[src/rtl/relu_seq_ctrl.sv]
`default_nettype none
// ============================================================================
//  Module   : relu_seq_ctrl
//  Brief    : Streams a captured pre-activation vector through one shared
//             ReLU stage, one element per valid/ready handshake, and counts
//             the negative elements that were clipped to zero. A bypass mode
//             passes values through unchanged for a linear output layer.
//  Revision : 1.0  initial release
// ============================================================================
module relu_seq_ctrl #(
  parameter int NBITS      = 16,
  parameter int NUM_NEURON = 4,
  parameter int IDX_W      = 2,
  parameter int CNT_W      = 3
) (
  input  logic                        clk,
  input  logic                        rst,
  input  logic                        start,
  input  logic                        bypass,
  input  logic [NUM_NEURON*NBITS-1:0] vec_in,
  output logic [NBITS-1:0]            out_data,
  output logic [IDX_W-1:0]            out_idx,
  output logic                        out_valid,
  input  logic                        out_ready,
  output logic                        busy,
  output logic                        done,
  output logic [CNT_W-1:0]            clip_cnt
);

  typedef enum logic [1:0] {
    S_IDLE = 2'd0,
    S_RUN  = 2'd1,
    S_DONE = 2'd2
  } state_t;

  localparam int              NSLOT    = 2 ** IDX_W;
  localparam logic [IDX_W-1:0] LAST_IDX = IDX_W'(NUM_NEURON - 1);

  state_t                      state_q, state_d;
  logic [NUM_NEURON*NBITS-1:0] vec_q, vec_d;
  logic                        bypass_q, bypass_d;
  logic [NBITS-1:0]            data_q, data_d;
  logic [IDX_W-1:0]            idx_q, idx_d;
  logic                        valid_q, valid_d;
  logic [CNT_W-1:0]            clip_q, clip_d;

  // Captured vector viewed as an index-addressable array; slots beyond
  // NUM_NEURON (when IDX_W over-covers) read as zero and are never selected.
  logic [NBITS-1:0] elem [NSLOT];

  for (genvar gi = 0; gi < NSLOT; gi++) begin : g_elem
    if (gi < NUM_NEURON) begin : g_live
      assign elem[gi] = vec_q[gi*NBITS +: NBITS];
    end else begin : g_pad
      assign elem[gi] = '0;
    end
  end

  // Activation: negatives clip to zero unless the layer is linear.
  function automatic logic [NBITS-1:0] act(input logic [NBITS-1:0] x,
                                           input logic             byp);
    act = (!byp && x[NBITS-1]) ? '0 : x;
  endfunction

  logic             hs;
  logic [IDX_W-1:0] idx_nxt;

  assign hs      = valid_q & out_ready;
  assign idx_nxt = idx_q + IDX_W'(1);

  // State register and registered outputs; reset aborts any vector in flight.
  always_ff @(posedge clk or posedge rst) begin
    if (rst) begin
      state_q  <= S_IDLE;
      vec_q    <= '0;
      bypass_q <= 1'b0;
      data_q   <= '0;
      idx_q    <= '0;
      valid_q  <= 1'b0;
      clip_q   <= '0;
    end else begin
      state_q  <= state_d;
      vec_q    <= vec_d;
      bypass_q <= bypass_d;
      data_q   <= data_d;
      idx_q    <= idx_d;
      valid_q  <= valid_d;
      clip_q   <= clip_d;
    end
  end

  // Next-state logic: capture on start, advance one element per handshake.
  always_comb begin
    state_d  = state_q;
    vec_d    = vec_q;
    bypass_d = bypass_q;
    data_d   = data_q;
    idx_d    = idx_q;
    valid_d  = valid_q;
    clip_d   = clip_q;

    case (state_q)
      S_IDLE: begin
        if (start) begin
          vec_d    = vec_in;
          bypass_d = bypass;
          idx_d    = '0;
          data_d   = act(vec_in[NBITS-1:0], bypass);
          valid_d  = 1'b1;
          clip_d   = '0;
          state_d  = S_RUN;
        end
      end
      S_RUN: begin
        if (hs) begin
          // Count on the raw value actually handed over, once per element.
          if (!bypass_q && elem[idx_q][NBITS-1]) begin
            clip_d = clip_q + CNT_W'(1);
          end
          if (idx_q == LAST_IDX) begin
            valid_d = 1'b0;
            state_d = S_DONE;
          end else begin
            idx_d  = idx_nxt;
            data_d = act(elem[idx_nxt], bypass_q);
          end
        end
      end
      S_DONE: begin
        state_d = S_IDLE;
      end
      default: begin
        state_d = S_IDLE;
      end
    endcase
  end

  assign out_data  = data_q;
  assign out_idx   = idx_q;
  assign out_valid = valid_q;
  assign busy      = (state_q != S_IDLE);
  assign done      = (state_q == S_DONE);
  assign clip_cnt  = clip_q;

endmodule
`default_nettype wire

[config.mk]
export PLATFORM = sky130hd
export DESIGN_NAME = relu_seq_ctrl
export DESIGN_NICKNAME = d
export VERILOG_FILES = /design/src/rtl/relu_seq_ctrl.sv
export SDC_FILE = /design/constraint.sdc
export NUM_CORES = 1
export LEC_CHECK = 0
export ABC_AREA = 1
export CORE_MARGIN = 4
export CORE_UTILIZATION = 50
export CTS_CLUSTER_SIZE = 14
export DETAILED_ROUTE_END_ITERATION = 10
export PLACE_DENSITY = 0.81
export SYNTH_ARGS = -nofsm -noshare
export SYNTH_HDL_FRONTEND = slang
export SYNTH_SLANG_ARGS = --single-unit
[constraint.sdc]
create_clock -name clk -period 6.3 [get_ports clk]
set_clock_uncertainty 0.05 [all_clocks]
set_input_delay 1.26 -clock clk [delete_from_list [all_inputs] [get_ports clk]]
set_output_delay 1.26 -clock clk [all_outputs]
set_load 0.01 [all_outputs]
Yosys cells after proc, flatten, opt, wreduce, memory -nomap -nowiden
Cells that the tools add are included.

Equality and inequality tests: 8. Reduce and logical (&&, ||, !) cells: 13. Bitwise operators: 3. Mux-type cells: 28. $add $sub $neg: 2. Magnitude comparators: 2.

Operators with widths (count): 2-to-1 mux 16 bit (9); binary-select mux 16 bit (select 2 bit) (2); one-hot mux 16 bit (2 select lines) (1); 2-to-1 mux 2 bit (6); AND reduction 4 bit (3); inequality test 2 bit, second input constant (5); 2-to-1 mux 3 bit (3); one-hot mux 2 bit (2 select lines) (2); >= comparator 3 bit, second input constant (2); NOT 2 -> 3 bit (2); one-hot mux 3 bit (2 select lines) (1); == test 2 bit, second input constant (2); nonzero test 2 bit (2); adder 3 x 1 -> 3 bit, second input constant (1); logical AND 1 bit (3); 2-to-1 mux 1 bit (3); AND reduction 3 bit (1); adder 2 x 1 -> 2 bit, second input constant (1); == test 2 x 1 -> 1 bit, second input constant (1); logical NOT 1 bit (2); logical NOT 2 bit (1); one-hot mux 1 bit (2 select lines) (1); AND reduction 2 bit (1); bitwise AND 1 bit (1).

Logic and storage cells: 63. Input bits: 69. Bits in registers: 89. Output and inout port bits: 24.

Depth between registers and ports, before layout
Gate-level depths: netlist (run 1).

Word-level depth: 10. Gate-level depth with buffers: 9. Gate-level depth less buffers: 8.

Worst setup path before layout (run 1)
No wires, ideal clock.

Path kind: input port to flip-flop. From: input port vec_in[15]. To: register data_q[0] (netlist: out_data[0]). Slack: 4107 ps. Required time: 6129 ps. Setup time: 121 ps. Stages: 6. Arrival time: 2022 ps. Path buffers: 1. Cell sequence: inv_1 nor2_1 clkbuf_1 nor3_1 nor2_1 a21oi_1.

Cells in the longest elaborated chain, start to end: 4.

Ends and longest elaborated chain: from (decl) (line 20) `input logic [NUM_NEURON*NBITS-1:0] vec_in,`; logical AND 1 bit (line 62) `act = (!byp && x[NBITS-1]) ? '0 : x;`; 2-to-1 mux 16 bit (line 62); 2-to-1 mux 16 bit (line 104) `if (start) begin`; one-hot mux 16 bit (2 select lines) (line 102) `case (state_q)`; to (signal assigned) (line 85) `data_q <= data_d;`; to (decl) (line 42) `logic [NBITS-1:0] data_q, data_d;`.

Every way passes these cells. The select of a mux whose other input is x is not followed. A chain may end at the register's enable or synchronous reset.

Final worst setup path (run 1)
From: register state_q[1]. To: output port done.

Cells in the longest elaborated chain, start to end: 1.

Ends and longest elaborated chain: from (decl) (line 39) `state_t state_q, state_d;`; from (signal assigned) (line 82) `state_q <= state_d;`; == test 2 bit (line 142) `assign done = (state_q == S_DONE);`; to (decl) (line 26) `output logic done,`.

Every way passes these cells.

==> impl_metrics.tcl, run 1 <==
set metrics [dict create \
    fmax_ghz 0.338 \
    ir_worst_vdd_mv 0.0949 \
    worstSkewPairLatency_ns 0.36 \
    start_kind "register" \
    io_buffers 92 \
    cts_tree "built" \
    grt_pass1_vias 3975 \
    worst_hold_slack_ns 0.442 \
    grt_max_degree 130 \
    timing.setup.tns_ns 0 \
    clock-sinks 89 \
    syn_to_final_growth_pct 24.7 \
    synth_xor_area_share_pct 0.194 \
    yosysMostFrequentCell "nand2_1" \
    postCtsHoldBufs 0 \
    cts-root-buf "clkbuf_8" \
    synth_simple_gate_area_share_pct 25.9 \
    grt_first_pass_wirelength_um 17800 \
    async_reset_ff_share_pct 100 \
    wl_per_cell_um 13.6 \
    synth_compound_area_share_pct 9.47 \
    viasPerCell 5.05 \
    grt_overflow 0 \
    crit_type "reg -> out" \
    multi_input_area_um2 1680 \
    synth_cell_types 25 \
    hold_viol 0 \
    synth_top_area_cell "dfrtp_1" \
    place_congestion 0.853 \
    fillers 786 \
    die_width_um 103 \
    synthMuxAreaShare_pct 0.747 \
    path_clk_slew_ns 0.09 \
    setup-violations-final 0 \
    grt_setup_unrepaired "false" \
    cp_cell_sequence "inv_1 > nor2_1 > clkdlybuf4s50_1" \
    synth_seq_area_share_pct 49.3 \
    synth_top_family_by_area "simple AND/OR/NAND/NOR gates" \
    avgSynthCellArea_um2 7.47 \
    outcome "completed" \
    post-cts-setup-buffer-count 0 \
    synth_flop_cell "dfrtp_1" \
    htreeDepth 3 \
    crit_path_end_kind "output port" \
    synthTopCellsByCount "nand2_1 (135), inv_1 (114), dfrtp_1 (89)" \
    start_util_pct 51.6 \
    dieArea_um2 10600 \
    seq_area_um2 2230 \
    fin_util_pct 64.3 \
    final.min_clock_period_ns 2.96 \
    clk_path_buf_depth 2 \
    power_density_nw_per_um2 191 \
    path_delay_family "buffers and inverters" \
    rows 34 \
    synth_nets 676 \
    antenna_found_initial 0 \
    fin_area_um2 5640 \
    crit_buf_inv 2 \
    hp-class "reg -> reg" \
    cts_resized 0 \
    drtAntennaViolNets 0 \
    drt_iter0_markers 232 \
    synth_edf_count 0 \
    synth_seq_cells 89 \
    worstMarginPinSlew_ns 1.18 \
    synthAdderAreaFrac_pct 0.554 \
    cts_buffers 9 \
    wl_um 10800 \
    placed_area_um2 5410 \
    p_leak_nw 3.08 \
    slew_headroom_pct 21.2 \
    nets 749 \
    netlist.area_leader.share_pct 49.3 \
    arrival_ns 1.65 \
    ys_top_cells_by_area "dfrtp_1 (49%), nand2_1 (11%), inv_1 (9.5%)" \
    core_area_um2 8760 \
    antenna_cells 0 \
    track_usage_pct 21.4 \
    drc_errors 0 \
    io_pins 93 \
    num_vias 3994 \
    first_pass_iters 5 \
    hpwl_um 7630 \
    cp_slowest_cell "dfrtp_1" \
    crit_required_ns 4.99 \
    post-route-period-util_pct 47.0 \
    ys_warn_count 0 \
    syn_inst 605 \
    drive_gt1_share_pct 4.54 \
    final-max-slew-violation-count 0 \
    drv_cap 0 \
    power_mw 1.08 \
    max_stage_delay_ns 0.53 \
    netlist_area_um2 4520 \
    die-height_um 103 \
    worst-path-max-fanout 4 \
]
## logic make-up after synthesis
kind of cell    after synthesis
compound gates               84
xor+xnor                      1
fa+ha+maj                     2
buf+inv                     149
flops                        89
mux                           3
simple gates                277
## worst paths after layout
path	start	endpoint	slack, ns	depth (start not counted)
max	state_q[1]$_DFFE_PP0P_	done	3.34	3
min	vec_q[11]$_DFFE_PP0P_	vec_q[11]$_DFFE_PP0P_	0.44	2
max reg2reg	out_idx[0]$_DFFE_PP0P_	out_data[3]$_DFFE_PP0P_	3.87	6
min reg2reg	vec_q[11]$_DFFE_PP0P_	vec_q[11]$_DFFE_PP0P_	0.44	2
max in group asynchronous	rst	vec_q[41]$_DFFE_PP0P_	3.85	3
min in group asynchronous	rst	vec_q[47]$_DFFE_PP0P_	1.27	2
## registers in the layout, indices dropped and copies added, names as in the netlist
register / cells
bypass_q: 1
clip_cnt: 3
out_idx: 2
vec_q: 64
state_q: 2
out_valid: 1
out_data: 16
## where the power goes
| part | total [mW] | switching [mW] | internal, mW |
|---|---|---|---|
| combinational | 0.0615 | 0.0234 | 0.0381 |
| sequential | 0.571 | 0 | 0.571 |
| clock | 0.444 | 0.198 | 0.246 |
| total | 1.08 | 0.221 | 0.855 |
## layout make-up
class,instances,share of cell area [%]
Multi-Input combinational cell,367,29.7
Sequential cell,89,39.5
Tap cell,108,2.40
Inverter,117,7.81
Clock buffer,14,2.89
Clock inverter,2,1.07
Timing Repair Buffer,94,16.6
## tightest hold or removal path: cells and delay by family, from the launching register on
kind	cells	cell delay, ns
and+or+nand+nor	1	0.05
DFF	1	0.35
AOI/OAI and AO/OA	1	0.06
## metal layers
metal	vias to the layer above	GRT usage, %	wire (µm)
met1	1865	26.4	4400
met4	0	8.96	221
li1	1987	-	-
met3	21	2.91	601
met2	121	37.4	5560
met5	-	0	0
## per-stage QoR
step                      std cells  setup WS (ns)
after floorplan                 605           2.68
after global placement          775           3.12
after detailed placement        775           3.10
final                           791           3.34
after global routing            791           3.25
after CTS                       791           3.33
## layout by cell type (no fill, tap or decap)
master / Yosys / layout
nand2_1: 135 / 134
inv_1: 114 / 113
clkdlybuf4s50_1: 0 / 92
dfrtp_1: 89 / 89
nor2_1: 67 / 67
a21oi_1: 63 / 63
nand3_1: 52 / 52
o21ai_0: 20 / 20
nor3_1: 15 / 15
clkbuf_8: 0 / 11
mux2_2: 3 / 3
inv_2: 3 / 3
clkbuf_1: 5 / 3
nand2_2: 2 / 2
ha_1: 2 / 2
bufinv_16: 0 / 2
buf_4: 6 / 2
nor2_2: 1 / 1
nand2_4: 0 / 1
or2_2: 1 / 1
nor2_8: 1 / 1
nand3_4: 1 / 1
nand3_2: 1 / 1
clkinv_2: 0 / 1
xnor2_1: 1 / 1
o31ai_2: 1 / 1
nand4_1: 1 / 1
Note: power is estimated with default switching activity, not from simulation.
==> run 2: changes to the inputs <==
==> constraint.sdc (replaced) <==
create_clock -name clk -period 3.05 [get_ports clk]
set_clock_uncertainty 0.05 [all_clocks]
set_input_delay 0.61 -clock clk [delete_from_list [all_inputs] [get_ports clk]]
set_output_delay 0.61 -clock clk [all_outputs]
set_load 0.01 [all_outputs]
==> impl_metrics.tcl, run 2 (synthesis gave the netlist of run 1 again) <==
set metrics [dict create \
    outcome "completed" \
    cts_resized 0 \
    core_area_um2 8760 \
    grt_setup_unrepaired "false" \
    timing.setup.tns_ns 0 \
    power_density_nw_per_um2 361 \
    post-cts-setup-buffer-count 0 \
    regToRegEndpoint "out_data[8]$_DFFE_PP0P_" \
    cts_tree "built" \
    drv_cap 0 \
    crit_required_ns 3.24 \
    slew_headroom_pct 56.1 \
    min_from "vec_q[1]$_DFFE_PP0P_" \
    nets 753 \
    swShare_pct 22.3 \
    drtAntennaViolNets 0 \
    grt_overflow 0 \
    final_cell_mix "nand2_1 (134), inv_1 (113), clkdlybuf4s50_1 (92)" \
    rr_worst_depth 6 \
    final.min_clock_period_ns 2.41 \
    antenna_found_initial 0 \
    crit_type "reg -> reg" \
    hp-class "reg -> reg" \
    first_pass_iters 4 \
    drive_gt1_share_pct 4.96 \
    post-route-period-util_pct 79.1 \
    p_clk_share_pct 35.4 \
    grt_max_degree 68 \
    start_util_pct 51.6 \
    pwr-share-comb_pct 6.5 \
    place_congestion 0.862 \
    r2r_slack_ns 0.64 \
    setup_slack_ns 0.637 \
    die_width_um 103 \
    path_clk_slew_ns 0.08 \
    ir_worst_vdd_mv 0.212 \
    power_frac_seq_pct 58.1 \
    wl_per_cell_um 13.4 \
    wl_um 10600 \
    dieArea_um2 10600 \
    p_switching_mw 0.451 \
    cts_buffers 9 \
    track_usage_pct 20.8 \
    crit_path_end_kind "register" \
    worstMarginPinSlew_ns 0.658 \
    top_register "vec_q" \
    dp_slack_ns 0.660 \
    clk_path_buf_depth 2 \
    drc_errors 0 \
    io_buffers 92 \
    hpwl_um 7610 \
    worstSkewPairLatency_ns 0.35 \
    rows 34 \
    clock-sinks 89 \
    fmax_ghz 0.414 \
    io_pins 93 \
    r2r_start "out_idx[1]$_DFFE_PP0P_" \
    viasPerCell 4.95 \
    fin_util_pct 64.1 \
    start_kind "register" \
    cts-root-buf "clkbuf_8" \
    setup-violations-final 0 \
    worst-path-max-fanout 17 \
    drt_iter0_markers 159 \
    hold-path-cell-count 2 \
    p_leak_nw 3.07 \
    internal-power_mw 1.58 \
    final-max-slew-violation-count 0 \
    die-height_um 103 \
    power_mw 2.03 \
    arrival_ns 2.60 \
    grt_pass1_vias 3847 \
    holdPathEnd "vec_q[1]$_DFFE_PP0P_" \
    worst_hold_slack_ns 0.443 \
    grt_first_pass_wirelength_um 17200 \
    postCtsHoldBufs 0 \
    num_vias 3928 \
    final_common_cell "nand2_1" \
    hold_viol 0 \
    syn_to_final_growth_pct 24.3 \
    antenna_cells 0 \
    largest_reg_flops 64 \
    htreeDepth 3 \
]
-- run 2: cell count changes in the layout (fill, tap and decap cells not counted), sizes merged --
cell / before / now
bufinv: 2 / 0
clkinvlp: 0 / 2
clkbuf: 14 / 13
buf: 2 / 6
-- run 2: final cells by class --
class / instances / area (µm²)
clock buffer: 13 / 149
clock inverter: 2 / 15.0
fill: 770 / 3140
inverter: 117 / 440
multi-input combinational: 367 / 1680
sequential: 89 / 2230
tap: 108 / 135
timing repair buffer: 98 / 978
-- run 2: power groups by stage --
| stage | sequential [mW] | clock, mW | combinational [mW] |
|---|---|---|---|
| 3_3_place_gp | 1.20 | 0 | 0.132 |
| 4_1_cts | 1.18 | 0.732 | 0.134 |
| 5_1_grt | 1.18 | 0.780 | 0.142 |
| 2_1_floorplan | 1.20 | 0 | 0.0262 |
| 6_report | 1.18 | 0.718 | 0.131 |
| 3_5_place_dp | 1.20 | 0 | 0.133 |
-- run 2: worst max-delay path, stage by stage, from the launching register on --
cell	delay [ns]
dfrtp_1	0.44
ha_1	0.74
inv_2	0.30
nand3_1	0.22
nand3_2	0.28
nand3_1	0.19
a21oi_1	0.08
-- run 2: metal layers --
layer / vias up / share of wire (%) / track usage (%)
met5: - / 0 / 0
met2: 100 / 51 / 36.5
li1: 1985 / - / -
met1: 1822 / 42 / 25.1
met3: 21 / 5.4 / 4.06
met4: 0 / 2.2 / 8.57
-- run 2: worst max path at each step --
stage	from	slack, ns	endpoint
detailed placement	out_idx[1]$_DFFE_PP0P_	0.66	out_data[8]$_DFFE_PP0P_
CTS	out_idx[1]$_DFFE_PP0P_	0.65	out_data[8]$_DFFE_PP0P_
floorplan	rst	0.08	bypass_q$_DFFE_PP0P_
finish	out_idx[1]$_DFFE_PP0P_	0.64	out_data[8]$_DFFE_PP0P_
global route	out_idx[1]$_DFFE_PP0P_	0.50	out_data[10]$_DFFE_PP0P_
global placement	start	0.75	vec_q[24]$_DFFE_PP0P_
-- run 2: metrics by stage --
stage,cells,cell area (µm²)
3_3_place_gp,779,5460
2_1_floorplan,605,4520
4_1_cts,794,5620
6_report,794,5620
3_5_place_dp,779,5460
5_1_grt,794,5620
==> run 3: changes to the inputs <==
--- a/config.mk
+++ b/config.mk
@@ -7,10 +7,10 @@
 export LEC_CHECK = 0
 export ABC_AREA = 1
 export CORE_MARGIN = 4
-export CORE_UTILIZATION = 50
+export CORE_UTILIZATION = 47
 export CTS_CLUSTER_SIZE = 14
 export DETAILED_ROUTE_END_ITERATION = 10
-export PLACE_DENSITY = 0.81
+export PLACE_DENSITY = 0.8
 export SYNTH_ARGS = -nofsm -noshare
 export SYNTH_HDL_FRONTEND = slang
 export SYNTH_SLANG_ARGS = --single-unit
==> constraint.sdc (replaced) <==
create_clock -name clk -period 2 [get_ports clk]
set_clock_uncertainty 0.05 [all_clocks]
set_input_delay 0.4 -clock clk [delete_from_list [all_inputs] [get_ports clk]]
set_output_delay 0.4 -clock clk [all_outputs]
set_load 0.01 [all_outputs]
==> impl_metrics.tcl, run 3 (synthesis gave the netlist of run 1 again) <==
set metrics [dict create \
    slew_headroom_pct 67.6 \
    startpoint "state_q[0]$_DFFE_PP0P_" \
    core_area_um2 9280 \
    grt_pass1_vias 4031 \
    setup-violations-final 0 \
    power_density_nw_per_um2 577 \
    hold-path-cell-count 2 \
    r2r_start "out_idx[1]$_DFFE_PP0P_" \
    cts-root-buf "clkbuf_8" \
    clk_path_buf_depth 2 \
    track_usage_pct 20.1 \
    grt_setup_unrepaired "false" \
    ir_worst_vdd_mv 0.388 \
    post-route-period-util_pct 96.9 \
    clock-sinks 89 \
    largest_reg_flops 64 \
    drt_iter0_markers 218 \
    crit_required_ns 1.55 \
    p_leak_nw 3.16 \
    worst-path-max-fanout 4 \
    grt_first_pass_wirelength_um 18300 \
    nets 762 \
    arrival_ns 1.49 \
    antenna_found_initial 0 \
    viasPerCell 4.89 \
    placed_area_um2 5560 \
    grt_overflow 0 \
    cts_buffers 9 \
    postCtsHoldBufs 0 \
    rr_worst_depth 5 \
    io_buffers 92 \
    drive_gt1_share_pct 6.62 \
    rows 35 \
    drv_cap 0 \
    first_pass_iters 5 \
    htreeDepth 3 \
    num_vias 4033 \
    hp-class "reg -> reg" \
    final_cell_mix "nand2_1 (134), inv_1 (113), clkdlybuf4s50_1 (91)" \
    timing.setup.tns_ns 0 \
    worstSkewPairLatency_ns 0.35 \
    syn_to_final_growth_pct 28.2 \
    start_kind "register" \
    worstMarginPinSlew_ns 0.486 \
    fmax_ghz 0.516 \
    antenna_cells 0 \
    grt_max_degree 90 \
    place_congestion 0.878 \
    final_common_cell "nand2_1" \
    drc_errors 0 \
    min_from "vec_q[0]$_DFFE_PP0P_" \
    final.min_clock_period_ns 1.94 \
    fin_area_um2 5790 \
    outcome "completed" \
    dieArea_um2 11300 \
    start_util_pct 48.7 \
    top_register "vec_q" \
    wl_um 10800 \
    drtAntennaViolNets 0 \
    io_pins 93 \
    cts_tree "built" \
    hold_viol 0 \
    die-height_um 106 \
    path_clk_slew_ns 0.09 \
    die_width_um 106 \
    crit_type "reg -> out" \
    wl_per_cell_um 13.2 \
    hpwl_um 7630 \
    final-max-slew-violation-count 0 \
    crit_path_end_kind "output port" \
]
[run 3: cell type report]
class                   instances  area (µm²)
multi-input cells             367        1680
clock buffers                  12         145
inverters                     117         443
fillers                       852        3490
clock inverters                 3        65.1
well taps                     129         161
flip-flops and latches         89        2230
repair buffers                107        1070
[run 3: stage by stage]
stage	std cells	worst slack, ns	total power, mW	hold WS, ns	utilization (%)
2_1_floorplan	605	0.326	1.87	0.403	-
3_3_place_gp	806	0.159	2.03	0.420	59.8
3_5_place_dp	806	0.118	2.03	0.429	59.8
4_1_cts	821	0.0209	3.37	0.447	62.2
5_1_grt	824	0.00138	3.45	0.468	62.4
6_report	824	0.0618	3.34	0.442	62.4
[run 3: path summary, 6_finish.rpt]
path,endpoint,slack (ns)
max,busy,0.06
min,vec_q[0]$_DFFE_PP0P_,0.44
max reg2reg,out_data[3]$_DFFE_PP0P_,0.25
min reg2reg,vec_q[0]$_DFFE_PP0P_,0.44
max in group asynchronous,state_q[1]$_DFFE_PP0P_,1.02
min in group asynchronous,vec_q[31]$_DFFE_PP0P_,0.47
[run 3: power breakdown]
group | total [mW] | internal (mW) | switching, mW
Sequential | 1.80 | 1.80 | 0
Clock | 1.35 | 0.731 | 0.619
Combinational | 0.197 | 0.124 | 0.0732
Total | 3.34 | 2.65 | 0.692
[run 3: repair_timing]
| item | in CTS | in global routing |
|---|---|---|
| resized for setup | 4 | 0 |
| setup endpoints to repair | 2 | 1 |
| pin swaps | 0 | 0 |
| setup buffers | 0 | 3 |
[run 3: layer usage]
metal / global-route usage [%] / share of wire [%]
met5: 0 / 0
met4: 8.60 / 2.9
met3: 2.79 / 5.2
met2: 36.1 / 51
met1: 24.1 / 41
[run 3: critical path, cell delays in order, from the launching register on]
cell and delay [ns]:
dfrtp_2 0.45, nor2_4 0.17, inv_1 0.05, clkdlybuf4s50_1 0.47
